### src/rtl/disp_mode_ctrl_if.sv
// Control/status bundle between the display-mode scheduler and the VGA datapath.
// The slave side is the scheduler; the master side drives sync and the raw buttons.
interface disp_mode_ctrl_if;
   logic       VGA_VS;
   logic       BTN_NEXT;
   logic       BTN_AUTO;
   logic [3:0] MODE;
   logic       AUTO;
   logic       FRAME_TICK;
   logic       PENDING;

   modport master (
      output VGA_VS, BTN_NEXT, BTN_AUTO,
      input  MODE, AUTO, FRAME_TICK, PENDING
   );

   modport slave (
      input  VGA_VS, BTN_NEXT, BTN_AUTO,
      output MODE, AUTO, FRAME_TICK, PENDING
   );
endinterface

### src/rtl/disp_mode_ctrl.sv
// Display-mode scheduler: debounced NEXT/AUTO buttons and frame-aligned stepping
// of the pattern-select code, either on request (manual) or every HOLD_FRAMES (auto).
module disp_mode_ctrl #(
   parameter int unsigned NMODE       = 4,
   parameter int unsigned HOLD_FRAMES = 120,
   parameter int unsigned DB_CYCLES   = 250000
) (
   input  logic            CLK,
   input  logic            RST,
   disp_mode_ctrl_if.slave bus
);
   localparam int unsigned DB_W    = $clog2(DB_CYCLES);
   localparam int unsigned CNT_W   = $clog2(HOLD_FRAMES + 1);
   localparam int unsigned IX_NEXT = 0;
   localparam int unsigned IX_AUTO = 1;

   typedef enum logic {
      ST_MANUAL = 1'b0,
      ST_AUTO   = 1'b1
   } state_e;

   // Button path: index IX_NEXT is BTN_NEXT, IX_AUTO is BTN_AUTO
   logic [1:0]      meta_q;
   logic [1:0]      sync_q;
   logic [1:0]      db_lvl_q;
   logic [1:0]      db_lvl_d;
   logic [1:0]      press_p;
   logic [DB_W-1:0] db_cnt_q [2];
   logic [DB_W-1:0] db_cnt_d [2];

   state_e          state_q;
   logic [3:0]      mode_q;
   logic [3:0]      mode_inc;
   logic [CNT_W-1:0] frame_cnt_q;
   logic            vs_q;
   logic            tick_q;
   logic            pending_q;
   logic            frame_fall;
   logic            next_p;
   logic            auto_p;

   // NOTE: every always_comb output gets a default before any branch, so no path
   // leaves a value unassigned and no latch is inferred.
   always_comb begin
      for (int b = 0; b < 2; b++) begin
         db_cnt_d[b] = '0;
         db_lvl_d[b] = db_lvl_q[b];
         if (sync_q[b] != db_lvl_q[b]) begin
            if (db_cnt_q[b] == DB_W'(DB_CYCLES - 1)) begin
               db_lvl_d[b] = ~db_lvl_q[b];
            end else begin
               db_cnt_d[b] = db_cnt_q[b] + DB_W'(1);
            end
         end
      end
   end

   // The press pulse coincides with the edge that raises the debounced level.
   assign press_p    = db_lvl_d & ~db_lvl_q;
   assign next_p     = press_p[IX_NEXT];
   assign auto_p     = press_p[IX_AUTO];
   assign frame_fall = vs_q & ~bus.VGA_VS;
   assign mode_inc   = (mode_q == 4'(NMODE - 1)) ? 4'd0 : mode_q + 4'd1;

   // NOTE: sequential state uses non-blocking assignments so every flop samples
   // the pre-edge value of its inputs regardless of statement order.
   always_ff @(posedge CLK) begin
      if (RST) begin
         meta_q   <= '0;
         sync_q   <= '0;
         db_lvl_q <= '0;
         for (int b = 0; b < 2; b++) begin
            db_cnt_q[b] <= '0;
         end
      end else begin
         meta_q   <= {bus.BTN_AUTO, bus.BTN_NEXT};
         sync_q   <= meta_q;
         db_lvl_q <= db_lvl_d;
         for (int b = 0; b < 2; b++) begin
            db_cnt_q[b] <= db_cnt_d[b];
         end
      end
   end

   always_ff @(posedge CLK) begin
      if (RST) begin
         state_q     <= ST_MANUAL;
         mode_q      <= '0;
         frame_cnt_q <= '0;
         vs_q        <= 1'b1;
         tick_q      <= 1'b0;
         pending_q   <= 1'b0;
      end else begin
         vs_q   <= bus.VGA_VS;
         tick_q <= frame_fall;

         if (frame_fall) begin
            // A press landing on the tick edge is carried into the next frame.
            pending_q <= next_p;
            if (pending_q) begin
               mode_q      <= mode_inc;
               frame_cnt_q <= '0;
            end else if (state_q == ST_AUTO) begin
               if (frame_cnt_q == CNT_W'(HOLD_FRAMES - 1)) begin
                  mode_q      <= mode_inc;
                  frame_cnt_q <= '0;
               end else begin
                  frame_cnt_q <= frame_cnt_q + CNT_W'(1);
               end
            end else begin
               frame_cnt_q <= '0;
            end
         end else if (next_p) begin
            pending_q <= 1'b1;
         end

         if (auto_p) begin
            frame_cnt_q <= '0;
            case (state_q)
               ST_MANUAL: state_q <= ST_AUTO;
               ST_AUTO:   state_q <= ST_MANUAL;
               default:   state_q <= ST_MANUAL;
            endcase
         end
      end
   end

   assign bus.MODE       = mode_q;
   assign bus.AUTO       = (state_q == ST_AUTO);
   assign bus.FRAME_TICK = tick_q;
   assign bus.PENDING    = pending_q;

endmodule

### src/flat_wrapper.sv
// flat-port wrapper written by rule: the top's interface ports become plain ports
module disp_mode_ctrl_flat 
#(
   parameter int unsigned NMODE       = 4,
   parameter int unsigned HOLD_FRAMES = 120,
   parameter int unsigned DB_CYCLES   = 250000
)
  (CLK, RST, bus_VGA_VS, bus_BTN_NEXT, bus_BTN_AUTO, bus_MODE, bus_AUTO, bus_FRAME_TICK, bus_PENDING);
  disp_mode_ctrl_if bus_i ();
  input  logic CLK;
  input  logic RST;
  input wire logic [$bits(bus_i.VGA_VS)-1:0] bus_VGA_VS;
  input wire logic [$bits(bus_i.BTN_NEXT)-1:0] bus_BTN_NEXT;
  input wire logic [$bits(bus_i.BTN_AUTO)-1:0] bus_BTN_AUTO;
  output wire logic [$bits(bus_i.MODE)-1:0] bus_MODE;
  output wire logic [$bits(bus_i.AUTO)-1:0] bus_AUTO;
  output wire logic [$bits(bus_i.FRAME_TICK)-1:0] bus_FRAME_TICK;
  output wire logic [$bits(bus_i.PENDING)-1:0] bus_PENDING;
  assign bus_i.VGA_VS = bus_VGA_VS;
  assign bus_i.BTN_NEXT = bus_BTN_NEXT;
  assign bus_i.BTN_AUTO = bus_BTN_AUTO;
  assign bus_MODE = bus_i.MODE;
  assign bus_AUTO = bus_i.AUTO;
  assign bus_FRAME_TICK = bus_i.FRAME_TICK;
  assign bus_PENDING = bus_i.PENDING;
  disp_mode_ctrl #(.NMODE(NMODE), .HOLD_FRAMES(HOLD_FRAMES), .DB_CYCLES(DB_CYCLES)) u_core (.CLK(CLK), .RST(RST), .bus(bus_i));
endmodule
### config.mk
export PLATFORM = sky130hd
export DESIGN_NAME = disp_mode_ctrl_flat
export DESIGN_NICKNAME = d
export VERILOG_FILES = /design/src/rtl/disp_mode_ctrl_if.sv /design/src/rtl/disp_mode_ctrl.sv /design/src/flat_wrapper.sv
export SDC_FILE = /design/constraint.sdc
export NUM_CORES = 1
export LEC_CHECK = 0
export ABC_AREA = 0
export BUFFER_PORTS_ARGS = -buffer_cell sky130_fd_sc_hd__buf_2
export CORE_UTILIZATION = 35
export CTS_BUF_LIST = sky130_fd_sc_hd__clkbuf_8 sky130_fd_sc_hd__clkbuf_16
export CTS_CLUSTER_SIZE = 30
export DETAILED_ROUTE_END_ITERATION = 8
export GPL_ROUTABILITY_DRIVEN = 0
export SKIP_LAST_GASP = 1
export SYNTH_ARGS = -nofsm -noshare
export SYNTH_HDL_FRONTEND = slang
export SYNTH_SLANG_ARGS = --single-unit
### constraint.sdc
create_clock -name CLK -period 4.7 [get_ports CLK]
set_input_delay 0 -clock CLK [delete_from_list [all_inputs] [get_ports CLK]]
set_output_delay 0 -clock CLK [all_outputs]
set_load 0.005 [all_outputs]
==> impl_summary.md <==
Die
In this run the vertical extent of the chip is ~90 µm. 12 I/O pins were placed. The row count is 30.

The core region is between 0.006 and 0.007 mm². The floorplan die area is 0.00772 mm². The starting density of the core is 37.2%. The die extent in x is 87.9 µm.

Power and ir drop
The areal power density over the cells is around 320 mW/mm². The proportion of power drawn by combinational gates is ~2.3%. The internal power of the cells is approximately 0.71 mW. In this run, the clock network consumes between 40 and 50% of the power. Summed over all nets, the switching power comes to approximately 0.23 mW. The leakage power of the design is around 0.98 nW. Of the total power, the share spent switching nets is roughly a quarter.

The worst-case vdd ir drop is approximately 0.00019 V. Registers are responsible for between 50% and 60% of the overall power.

Placement
Input and output buffers added on the ports amount to 11. The setup slack after placement is 2710 ps. Detailed placement ended at an HPWL of roughly 3.3 mm.

Setup path
The critical path is of the flop to flop type. The type of origin of the critical path is a flop. For the worst setup path, the data arrival time is 2170 ps. The worst endpoint required time is 4900 ps. The kind of end point of the critical path is a flop. The highest fanout seen on the critical path is 18.

Yosys
The number of flops mapped to enable cells by yosys is 0. Synthesis inferred 57 register bits. During synthesis, Yosys emitted a total of 0 warnings. Sorting the synthesized cells by area gives the leading types as sky130_fd_sc_hd__dfxtp_1 (44%), sky130_fd_sc_hd__nor2_1 (6.3%), sky130_fd_sc_hd__xnor2_1 (5.4%). Among all flip-flop cells after synthesis, the most frequent one is sky130_fd_sc_hd__dfxtp_1.

Sequential elements use between 40% and 50% of the synthesized area. For this run, asynchronously set or reset flops after synthesis account for 0%. In the synthesized netlist, the number of instances is a little under 300. The distinct cell type count after synthesis is 43. The average instance area after synthesis is 8.90 µm². The top cell type's share of synthesized area is 44.2%. Counting instances in the post-synthesis netlist gives the leading cell types as sky130_fd_sc_hd__dfxtp_1 (57), sky130_fd_sc_hd__nor2_1 (43), sky130_fd_sc_hd__xnor2_1 (16). The most frequent cell after synthesis is sky130_fd_sc_hd__dfxtp_1.

In this run the cell area of the synthesized design comes to between 0.002 and 0.003 mm². The post-synth net total is between 200 and 300. The dominant cell type by area after synthesis is sky130_fd_sc_hd__dfxtp_1.

Finish
The total inserted antenna cells is 0. The area of the multi-input gates is 0.00135 mm². The count of nets after finishing is 321. Fill cells in the final layout number just over 700. The sequential cell area in the final layout is about 0.0011 mm². The relative area change from synthesis to final layout is 14.9%. Of the cells placed in the final design, the portion with a size suffix greater than 1 is between 10% and 20%. Cells fill 42.7% of the core in the end.

Timing
The number of hold violations in the final report is 0. Derived from the worst setup path, the maximum achievable clock frequency is just over 500 MHz. The number of max-slew violations in the final report is 0. Of the available clock period, the critical path in the final layout requires a little over two fifths.

Setup repair after global routing left no endpoint under its margin. On the final layout, the worst clock skew is between 10 and 15 ps. The final worst-path setup slack is ~2700 ps.

The final critical delay including setup and external delays is 1980 ps. The actual transition at the worst max-transition pin is between 700 and 800 ps. The total negative slack is 0 ps. The count of endpoints failing setup in the final report is 0. The relative slew slack is around half.

Clock tree
The TritonCTS sink count is 57. In this run the deepest clock path goes through 2 buffers. The TritonCTS clock tree is yes. The CTS buffer count is 9. The clock-pin slew of the registers on the worst-case setup and hold paths is 70 ps. The number of buffers added for setup after CTS is 0. The clock root buffer is sky130_fd_sc_hd__clkbuf_8. The clock network latency to the later pin of the worst-skew pair is roughly 340 ps.

The CTS H-tree depth is 3.

GRT
Entering global routing, the biggest net connects 19 pins. The initial antenna violation count came to 0. Global routing finished with a remaining overflow of 0.

For this run, the total global-route usage over all layers was measured as about 14%. The number of global-route vias before repair is around 1900. The global-route wire length before repair is between 8 and 9 mm.

Drt
The first detailed-routing pass took 4 iterations. The number of DRC violations after detailed routing is 0. Dividing the detail-routed wire length by the instance count gives 11.7 µm. The post-detailed-route count of antenna-violating nets is 0. For this block, the via count after detailed routing is 2080. The detailed-route wire length is slightly below 5 mm. The first routing iteration left slightly below 50 violations.

Using the TritonRoute via totals, the vias-per-cell ratio works out to 5.04.

Run status
The flow ran to the end, and the final reports show no timing, DRC or antenna violations.

Hold path
The worst hold path belongs to the class primary input to flop.

Flow run
The number of max-cap violations is 0.
## power groups by stage
stage / Sequential (mW) / Combinational (mW) / Clock [mW]
6_report: 0.487 / 0.0215 / 0.430
5_1_grt: 0.487 / 0.0238 / 0.467
4_1_cts: 0.487 / 0.0217 / 0.444
3_5_place_dp: 0.498 / 0.0179 / 0
3_3_place_gp: 0.498 / 0.0179 / 0
2_1_floorplan: 0.498 / 0.0138 / 0
## area by class of cell
class | count | share of cell area (%)
Multi-Input combinational cell | 212 | 45.4
Clock buffer | 10 | 4.64
Inverter | 15 | 1.90
Timing Repair Buffer | 17 | 3.88
Clock inverter | 6 | 1.69
Tap cell | 96 | 4.05
Sequential cell | 57 | 38.5
## path summary, 6_finish.rpt
path,slack (ps),start,end,cells after the start
setup / recovery,2720,u_core.db_cnt_q[0][18],u_core.db_cnt_q[0][29],5
hold / removal,430,bus_VGA_VS,u_core.vs_q,3
setup reg to reg,2720,u_core.db_cnt_q[0][18],u_core.db_cnt_q[0][29],5
hold reg to reg,430,u_core.vs_q,u_core.bus.FRAME_TICK,2
## registers in the layout, indices dropped and copies added (netlist names)
| register | flops |
|---|---|
| u_core.bus.PENDING | 1 |
| u_core.sync_q | 2 |
| u_core.vs_q | 1 |
| u_core.db_cnt_q | 36 |
| u_core.meta_q | 2 |
| u_core.bus.MODE | 4 |
| u_core.bus.FRAME_TICK | 1 |
| u_core.db_lvl_q | 2 |
| u_core.bus.AUTO | 1 |
| u_core.frame_cnt_q | 7 |
## cells in the final DEF (no fill, tap or decap), types with 10 or more instances in the layout
cell / netlist / routed
sky130_fd_sc_hd__clkbuf_8: 1 / 10
sky130_fd_sc_hd__a21oi_1: 12 / 12
sky130_fd_sc_hd__xnor2_1: 16 / 16
sky130_fd_sc_hd__nand2_1: 13 / 13
sky130_fd_sc_hd__buf_2: 4 / 11
sky130_fd_sc_hd__nand3_1: 14 / 14
sky130_fd_sc_hd__xor2_1: 15 / 15
sky130_fd_sc_hd__nor2_1: 43 / 43
sky130_fd_sc_hd__inv_1: 15 / 15
sky130_fd_sc_hd__nand4_1: 14 / 14
sky130_fd_sc_hd__dfxtp_1: 57 / 57
## metrics by stage
stage	instances	hold slack [ps]	power, mW	instance area [µm²]
floorplan	290	118	0.512	2580
global placement	391	214	0.516	2720
detailed placement	391	217	0.516	2720
CTS	413	416	0.953	2970
global route	413	410	0.978	2970
finish	413	435	0.938	2970
## per-layer routing
metal / GRT usage, % / wire length [µm] / vias up
met5: 0 / 0 / -
met4: 4.77 / 46 / 0
met3: 6.03 / 174 / 5
met2: 20.9 / 2120 / 31
met1: 17.6 / 2500 / 965
li1: - / - / 1079
## what timing repair did
action,in CTS,in global routing
hold buffers,6,0
setup endpoints to repair,0,0
gates resized for setup,0,0
endpoints found under the hold margin,5,0
## critical path, cell delays in order (launching register included)
cell and delay [ps]:
sky130_fd_sc_hd__dfxtp_1 370, sky130_fd_sc_hd__ha_1 190, sky130_fd_sc_hd__and3_1 340, sky130_fd_sc_hd__nand2_1 160, sky130_fd_sc_hd__o211ai_2 660, sky130_fd_sc_hd__nor2_1 120
## logic make-up (layout without fill, tap and decap cells)
group | count (synthesis) | after routing | synth area share (%)
fa+ha+maj | 4 | 4 | 1.94
simple gates | 140 | 140 | 29.4
mux | 1 | 1 | 0.388
flops | 57 | 57 | 44.2
xor+xnor | 31 | 31 | 10.5
buf+inv | 21 | 48 | 3.64
compound gates | 36 | 36 | 9.89
(Power assumes the default switching activity.)
